**src/rtl/fetch_issue.sv**
```systemverilog
// fetch_issue: PC sequencer with a 1-cycle imem read and a valid/ready issue port.
// Redirects restart fetching at a new PC; an accepted HALT stops it until reset.
module fetch_issue #(
  parameter int         PC_W        = 8,
  parameter int         INSTR_W     = 9,
  parameter logic [3:0] HALT_OPCODE = 4'b1110
) (
  input  logic               clk,
  input  logic               rst_n,
  input  logic               start,
  output logic               imem_en,
  output logic [PC_W-1:0]    imem_addr,
  input  logic [INSTR_W-1:0] imem_rdata,
  output logic               issue_valid,
  input  logic               issue_ready,
  output logic [3:0]         opcode,
  output logic               imm_flag,
  output logic [1:0]         format,
  output logic [INSTR_W-8:0] operand,
  output logic [PC_W-1:0]    issue_pc,
  input  logic               redirect_valid,
  input  logic [PC_W-1:0]    redirect_pc,
  output logic               halted
);

  typedef enum logic [2:0] {
    S_IDLE,
    S_REQ,
    S_WAIT,
    S_ISSUE,
    S_HALTED
  } state_t;

  state_t          state;
  logic [PC_W-1:0] pc;
  logic            accept;
  logic            is_halt;

  assign accept  = issue_valid & issue_ready;
  assign is_halt = (opcode == HALT_OPCODE);

  always_ff @(posedge clk or negedge rst_n) begin
    if (!rst_n) begin
      state       <= S_IDLE;
      pc          <= '0;
      imem_en     <= 1'b0;
      imem_addr   <= '0;
      issue_valid <= 1'b0;
      opcode      <= '0;
      imm_flag    <= 1'b0;
      format      <= '0;
      operand     <= '0;
      issue_pc    <= '0;
      halted      <= 1'b0;
    end else begin
      imem_en <= 1'b0;
      unique case (state)
        S_IDLE: begin
          if (start) begin
            state     <= S_REQ;
            imem_en   <= 1'b1;
            imem_addr <= pc;
          end
        end
        S_REQ: begin
          if (redirect_valid) begin
            pc        <= redirect_pc;
            imem_en   <= 1'b1;
            imem_addr <= redirect_pc;
          end else begin
            state <= S_WAIT;
          end
        end
        S_WAIT: begin
          // a redirect here drops the returning word
          if (redirect_valid) begin
            state     <= S_REQ;
            pc        <= redirect_pc;
            imem_en   <= 1'b1;
            imem_addr <= redirect_pc;
          end else begin
            state       <= S_ISSUE;
            opcode      <= imem_rdata[INSTR_W-1 -: 4];
            imm_flag    <= imem_rdata[INSTR_W-5];
            format      <= imem_rdata[INSTR_W-6 -: 2];
            operand     <= imem_rdata[INSTR_W-8:0];
            issue_pc    <= pc;
            pc          <= pc + PC_W'(1);
            issue_valid <= 1'b1;
          end
        end
        S_ISSUE: begin
          // an accepted HALT takes priority over a same-cycle redirect
          if (accept && is_halt) begin
            state       <= S_HALTED;
            issue_valid <= 1'b0;
            halted      <= 1'b1;
          end else if (redirect_valid) begin
            state       <= S_REQ;
            issue_valid <= 1'b0;
            pc          <= redirect_pc;
            imem_en     <= 1'b1;
            imem_addr   <= redirect_pc;
          end else if (accept) begin
            state       <= S_REQ;
            issue_valid <= 1'b0;
            imem_en     <= 1'b1;
            imem_addr   <= pc;
          end
        end
        S_HALTED: begin
          state <= S_HALTED;
        end
        default: begin
          state <= S_IDLE;
        end
      endcase
    end
  end

endmodule

```
**config.mk**
```make
export PLATFORM = sky130hd
export DESIGN_NAME = fetch_issue
export DESIGN_NICKNAME = d
export VERILOG_FILES = /design/src/rtl/fetch_issue.sv
export SDC_FILE = /design/constraint.sdc
export NUM_CORES = 1
export LEC_CHECK = 0
export CELL_PAD_IN_SITES_DETAIL_PLACEMENT = 0
export CELL_PAD_IN_SITES_GLOBAL_PLACEMENT = 1
export CORE_MARGIN = 8
export CORE_UTILIZATION = 34
export CTS_BUF_LIST = sky130_fd_sc_hd__clkbuf_16
export DETAILED_ROUTE_END_ITERATION = 8
export HOLD_SLACK_MARGIN = 0.15
export PLACE_DENSITY = 0.75
export SLEW_MARGIN = 5
export SYNTH_ARGS = -nofsm -noshare
export SYNTH_HDL_FRONTEND = slang
export SYNTH_SLANG_ARGS = --single-unit
```
**constraint.sdc**
```tcl
create_clock -name clk -period 1.7 [get_ports clk]
set_input_delay 0.255 -clock clk [delete_from_list [all_inputs] [get_ports clk]]
set_output_delay 0.255 -clock clk [all_outputs]
set_load 0.05 [all_outputs]
```
# Word level (Yosys, flattened, before mapping)
# Index checks and enable logic that the tools add are counted.
# Widths: inputs -> output; s select.
# classes
mux,28
add_sub_neg,1
n_eq_ne,12
n_reduce_logical,12
bitwise_logic,2
# ops
operator,count
$mux 8,8
$pmux 8 s3,2
$mux 3,5
$pmux 3 s5,1
$mux 1,9
$add 8x1->8 const B,1
$ne 2x2->1 const B,4
$eq 3x2->1 const B,2
$reduce_and 2->1,3
$reduce_and 3->1,2
$reduce_bool 3->1,2
$reduce_and 5->1,1
$eq 4x4->1 const B,1
$ne 4x4->1 const B,1
$eq 3x1->1 const B,1
$eq 3x3->1 const B,1
$logic_not 3->1,1
$ne 3x3->1 const B,1
$pmux 1 s3,1
$mux 2,1
$ne 2x1->1 const B,1
$pmux 1 s2,1
$reduce_bool 2->1,1
$reduce_or 2->1,1
3 further kinds,3
# word_totals
inputBits,22
output_inout_bits,28
register_bits,39
wordCells,66

# Longest topological paths before layout
# Gate-level depths: netlist (run 1).
# logic_depth
ltp_word,5
mapped_depth,6
ltp_nobuf,5

# Worst setup path before layout (run 1)
# OpenSTA, ideal clock, no wires.
# synth_timing
kind,register to register
from,register state[2]
to,register imem_addr[0]
setup_slack_ns,-0.043
arrival_ns,1.618
period_less_slack_ns,1.743
setup_ns,0.125
path_stages_with_launch,6
required_time_ns,1.575
n_path_buf,1
path_cell_list,dfrtp_1 > buf_6 > o21bai_4 > a31oi_2 > mux2_2 > mux2_2
# synth_between
elab_chain_len,4
word_cells_on_any_way,12
cone_classes,eq/ne: 7; mux: 1; reduce/logical: 4
# synth_lines
item,line,text
from (decl),34,state_t state;
from (signal assigned),44,state <= S_IDLE;
from (signal assigned),60,state <= S_REQ;
from (signal assigned),71,state <= S_WAIT;
$eq 3x2->1 / $eq 3x1->1 (equally long branches),57,unique case (state)
$reduce_or 2->1 (no source line),n/a,
$ne 2x1->1 (no source line) / $reduce_bool 3->1 (equally long branches),n/a,
$reduce_and 5->1 (no source line),n/a,
to (signal assigned),62,imem_addr <= pc;
to (signal assigned),69,imem_addr <= redirect_pc;
to (signal assigned),80,imem_addr <= redirect_pc;
to (decl),12,"output logic [PC_W-1:0] imem_addr,"
# Several ways; a longest one is shown, not always the timed one.
# A chain may end at the register's enable or synchronous reset.

# Worst setup path after layout (run 1)
# layout_timing
from,register state[0]
to,register issue_pc[4]
# layout_between
elab_chain_len,2
# layout_lines
item,line,text
$eq 3x2->1,57,
$reduce_and 2->1 (no source line),n/a,
to (signal assigned),87,issue_pc <= pc;
to (decl),20,"output logic [PC_W-1:0] issue_pc,"
# No other way between the ends.

==> results_dict.tcl, run 1 <==
set metrics [dict create \
    outcome "completed" \
    fin_tns_setup_ns 0 \
    worst_setup_path_end_kind "register" \
    period_share_pct 98.4 \
    cts.path.max_buffers 2 \
    place.gp.congestion 0.720 \
    final_cell_mix "buf_4, dfrtp_1, mux2_2" \
    drtPass1Iterations 4 \
    critical_path_class "register to register" \
    max_slew.worst_pin.slew_ns 0.492 \
    grt_pass1_wl_mm 7.85 \
    crit_arrival_ns 1.84 \
    cp-start-kind "register" \
    num_vias 1481 \
    r2r_start "state[0]" \
    finalHoldViolations 0 \
    worst-path-buf-inv 4 \
    clkSinkCount 39 \
    grtUsageTotal_pct 11.6 \
    start_util_pct 35.1 \
    ys_warn_count 0 \
    crit_start "state[0]" \
    drive_above_1_share_pct 50.4 \
    syn_to_final_growth_pct 48.1 \
    dieArea_um2 8350 \
    root_buffer "clkbuf_16" \
    rows 27 \
    synth_edf_count 0 \
    slew_viol_final 0 \
    mostFrequentLayoutCell "buf_4" \
    synth.distinct_cells 45 \
    wl_per_cell_um 15.7 \
    tritoncts "done" \
    crit_family "buffers and inverters" \
    core_region_area_um2 5510 \
    rsz0062_at_grt "yes" \
    cp_data_required_time_ns 1.86 \
    slew_headroom_pct 67.2 \
    vdd.ir_drop.worst_uv 732 \
    p_per_area_nw_per_um2 1820 \
    fin_cells 304 \
    hpwl_mm 3.52 \
    grt_max_degree 21 \
    async_flop_share_pct 100 \
    clock.fmax_mhz 598 \
    via_per_inst 4.87 \
    netlist_instances 153 \
    drt-initial-drc-count 49 \
    leakage_nw 1.29 \
    skew_ns 0.00393 \
    die_x_um 91.4 \
    maxCapViolations 0 \
    clkTransAtPathRegs_ns 0.06 \
    utilization_pct 52.0 \
    antenna_left 0 \
    fin_nets 255 \
    hp-class "input port to register" \
    ios 50 \
    nFillCells 469 \
    cts.htree.levels 2 \
    yosysSeqAreaShare_pct 50.5 \
    syn_nets 176 \
    drc_errors 0 \
    die_h_um 91.4 \
    portBuffers 49 \
    syn_avg_cell_area_um2 12.6 \
    clk_latency_ns 0.28 \
    globalRouteOverflowTotal 0 \
    worst_path_max_delay_cell "dfrtp_2" \
    totalWireLength_mm 4.76 \
    critPathMaxFanout 7 \
    grt_pass1_vias 1550 \
    ys.flop_type "dfrtp_1" \
    num_antenna_cells 0 \
    placed_cells 291 \
    worstHoldStart "redirect_valid" \
    antenna_found_initial 0 \
    synth_seq_cells 39 \
    crit_top_cell "buf_12" \
    final-setup-viol-count 0 \
    fin_crit_ns 1.67 \
    path_cells "buf_4 -> nor4b_4 -> buf_6 -> buf_12 -> buf_12 -> mux2_2" \
    cts_buffers 5 \
    syn_area_um2 1930 \
    slowest_delay_ns 0.44 \
]
-- where the power goes --
group | internal (W) | switching (W) | leakage, nW | total, W
clock network | 0.000526 | 0.000338 | 0.0671 | 0.000865
logic | 0.00105 | 0.00170 | 0.756 | 0.00275
registers | 0.00133 | 0.000274 | 0.463 | 0.00160
total | 0.00290 | 0.00231 | 1.29 | 0.00521
-- worst register-to-register path: cells and delay by family (launching register included) --
kind	cells	cell delay, ns
AND/OR/NAND/NOR	1	0.26
multiplexers	1	0.32
flip-flops	1	0.44
buffers and inverters	4	0.54
-- timing repair --
item / CTS / global route
hold buffers: 1 / 0
setup buffers: 0 / 5
setup endpoints to repair: 4 / 26
pin swaps: 0 / 2
endpoints found under the hold margin: 19 / 0
cloned: 0 / 0
gates resized for setup: 1 / 14
-- final timing paths --
path / endpoint / slack [ns] / cells after the start
worst min register to register: halted / 0.48 / 1
min in group asynchronous: imm_flag / 0.48 / 2
worst min-delay path: pc[1] / 0.45 / 3
max in group asynchronous: imem_en / 0.75 / 3
worst max-delay path: issue_pc[4] / 0.03 / 6
worst max register to register: issue_pc[4] / 0.03 / 6
-- synth_stat cells, drive strengths merged, types with 2 or more instances --
master	n	share of area (%)
inv	6	1.2
nand4	2	0.65
buf	7	2.6
nand2	4	0.78
a31oi	2	0.97
nand2b	2	0.65
o21ai	4	1.0
nand3	4	1.0
nor3b	3	1.2
o22ai	2	0.65
nor2	4	0.78
o31ai	3	1.2
o211ai	2	1.5
a21oi	7	2.4
mux2	33	19
clkbuf	2	0.39
a32oi	2	0.91
xor2	2	0.91
a211o	2	0.91
dfrtp	39	50
a21o	2	0.78
o21bai	2	1.4
-- area by class of cell --
type | instances | area [um2] | share of cell area, %
Sequential cell | 39 | 982 | 34.3
Multi-Input combinational cell | 99 | 912 | 31.9
Timing Repair Buffer | 81 | 722 | 25.2
Clock buffer | 5 | 125 | 4.37
Tap cell | 72 | 90.1 | 3.15
Inverter | 6 | 22.5 | 0.787
Clock inverter | 2 | 8.76 | 0.306
-- metrics by stage --
stage,area (um2),power [W],worst slack [ns],hold slack (ns)
CTS,2770,0.00522,0.0157,0.490
global placement,2630,0.00431,-0.234,0.249
global route,2860,0.00548,-0.0275,0.505
floorplan,1950,0.00338,0.00775,-0.0406
finish,2860,0.00521,0.0266,0.454
detailed placement,2630,0.00433,-0.252,0.255
-- per-layer routing --
| metal | up-vias | share of wire, % | track usage, % |
|---|---|---|---|
| met5 | - | 0 | 0 |
| met4 | 0 | 1.2 | 4.91 |
| met3 | 4 | 2.4 | 2.80 |
| met2 | 18 | 53 | 20.5 |
| met1 | 737 | 43 | 12.9 |
| li1 | 722 | - | - |
-- cell families after synthesis --
family | after synthesis | synth area share, %
adders and majority gates | 1 | 0.647
buffers and inverters | 15 | 4.14
AOI/OAI and AO/OA | 33 | 14.0
muxes | 34 | 19.7
DFF | 39 | 50.5
xor gates and xnor gates | 3 | 1.36
and+or+nand+nor | 28 | 9.64
-- registers in the layout, indices dropped and copies added (netlist names) --
name,count
issue_pc,8
pc,8
opcode,4
halted,1
format,2
imm_flag,1
imem_addr,8
imem_en,1
issue_valid,1
operand,2
state,3
Note: power is estimated with default switching activity, not from simulation.
==> inputs of run 2 (changes only) <==
--- a/config.mk
+++ b/config.mk
@@ -12,6 +12,7 @@
 export CTS_BUF_LIST = sky130_fd_sc_hd__clkbuf_16
 export DETAILED_ROUTE_END_ITERATION = 8
 export HOLD_SLACK_MARGIN = 0.15
+export MAX_ROUTING_LAYER = met4
 export PLACE_DENSITY = 0.75
 export SLEW_MARGIN = 5
 export SYNTH_ARGS = -nofsm -noshare
==> run 2 against run 1 <==
Cell count did not move. Sequential share of layout area stayed put. Hold slack worse by 0.0022 ns. First-iteration DRC count is 33% higher. Largest power group unchanged.
==> results_dict.tcl, run 2 (synthesis results as in run 1) <==
set metrics [dict create \
    cts.path.max_buffers 2 \
    critPathMaxFanout 7 \
    crit_arrival_ns 1.83 \
    grt_pass1_vias 1549 \
    hold_ws_ns 0.451 \
    fin_ws_ns 0.0298 \
    met2_length_mm 2.55 \
    leakage_nw 1.29 \
    routed.top_layer "met4" \
    slew_viol_final 0 \
    clock.fmax_mhz 599 \
    cts.htree.levels 2 \
    drive_above_1_share_pct 50.4 \
    via_per_inst 4.86 \
    num_antenna_cells 0 \
    hold_path_depth 3 \
    dpl_worst_slack_ns -0.252 \
    fin_tns_setup_ns 0 \
    drtPass1Iterations 4 \
    ios 50 \
    antenna_found_initial 0 \
    outcome "completed" \
    wl_met3_um 78 \
    top_regs "imem_addr (8), issue_pc (8), pc (8)" \
    hp-class "input port to register" \
    slew_headroom_pct 66.8 \
    portBuffers 49 \
    maxCapViolations 0 \
    p_per_area_nw_per_um2 1820 \
    max_slew.worst_pin.slew_ns 0.498 \
    rsz0062_at_grt "yes" \
    final-setup-viol-count 0 \
    globalRouteOverflowTotal 0 \
    cp_data_required_time_ns 1.86 \
    grtUsageTotal_pct 12.0 \
    period_share_pct 98.2 \
    grt_max_degree 21 \
    die_x_um 91.4 \
    wl_per_cell_um 15.7 \
    clkTransAtPathRegs_ns 0.06 \
    critical_path_class "register to register" \
    clk_latency_ns 0.28 \
    cp-start-kind "register" \
    hpwl_mm 3.52 \
    rows 27 \
    fin_crit_ns 1.67 \
    start_util_pct 35.1 \
    grt_pass1_wl_mm 7.85 \
    vdd.ir_drop.worst_uv 732 \
    antenna_left 0 \
    place.gp.congestion 0.729 \
    worst_setup_path_end_kind "register" \
    finalHoldViolations 0 \
    core_region_area_um2 5510 \
    num_vias 1476 \
    dieArea_um2 8350 \
    totalWireLength_mm 4.77 \
    syn_to_final_growth_pct 48.1 \
    mostFrequentLayoutCell "buf_4" \
    skew_ns 0.00367 \
    met1Wirelength_mm 2.08 \
    drt-initial-drc-count 65 \
    finalPower_w 0.00522 \
    cts_buffers 5 \
    die_h_um 91.4 \
    drc_errors 0 \
    root_buffer "clkbuf_16" \
    tritoncts "done" \
    utilization_pct 52.0 \
    ff2ff_path_depth 6 \
    clkSinkCount 39 \
    final_cell_mix "buf_4, dfrtp_1, mux2_2" \
    fin_nets 255 \
]
-- run 2: stage by stage --
step	cell area, um2	std cells
final	2860	304
after global routing	2860	304
after CTS	2770	299
after detailed placement	2630	291
after global placement	2630	291
after floorplan	1950	153
-- run 2: where the power goes --
group | switching [W] | internal (W)
Sequential | 0.000274 | 0.00133
Clock | 0.000340 | 0.000527
Combinational | 0.00170 | 0.00105
Total | 0.00231 | 0.00290
-- run 2: worst max-delay path: stages, from the launching register on --
cell	delay, ns
dfrtp_2	0.44
buf_4	0.17
nor4b_4	0.26
buf_6	0.17
buf_12	0.10
buf_12	0.09
mux2_2	0.32
-- run 2: layout make-up --
cell class                      instances  area (um2)
Clock inverter                          2        8.76
Multi-Input combinational cell         99         912
Tap cell                               72        90.1
Fill cell                             469        2640
Timing Repair Buffer                   81         722
Sequential cell                        39         982
Clock buffer                            5         125
Inverter                                6        22.5
-- run 2: metal layers --
metal  track usage [%]  up-vias
met5                 -        -
met4              4.91        0
met3              2.39        4
met2              20.4       16
met1              13.3      738
li1                  -      718
-- run 2: repair_timing --
item / in CTS / in global routing
buffers inserted: 0 / 5
hold endpoints to repair: 19 / 0
hold buffers: 1 / 0
pin swaps: 0 / 2
setup endpoints to repair: 4 / 26
gates resized for setup: 1 / 14
-- run 2: final timing paths --
| path | start | end | slack [ns] |
|---|---|---|---|
| max | state[0] | issue_pc[4] | 0.03 |
| min | redirect_valid | pc[1] | 0.45 |
| max reg2reg | state[0] | issue_pc[4] | 0.03 |
| min reg2reg | halted | halted | 0.48 |
| max in group asynchronous | rst_n | imem_en | 0.75 |
| min in group asynchronous | rst_n | imm_flag | 0.48 |
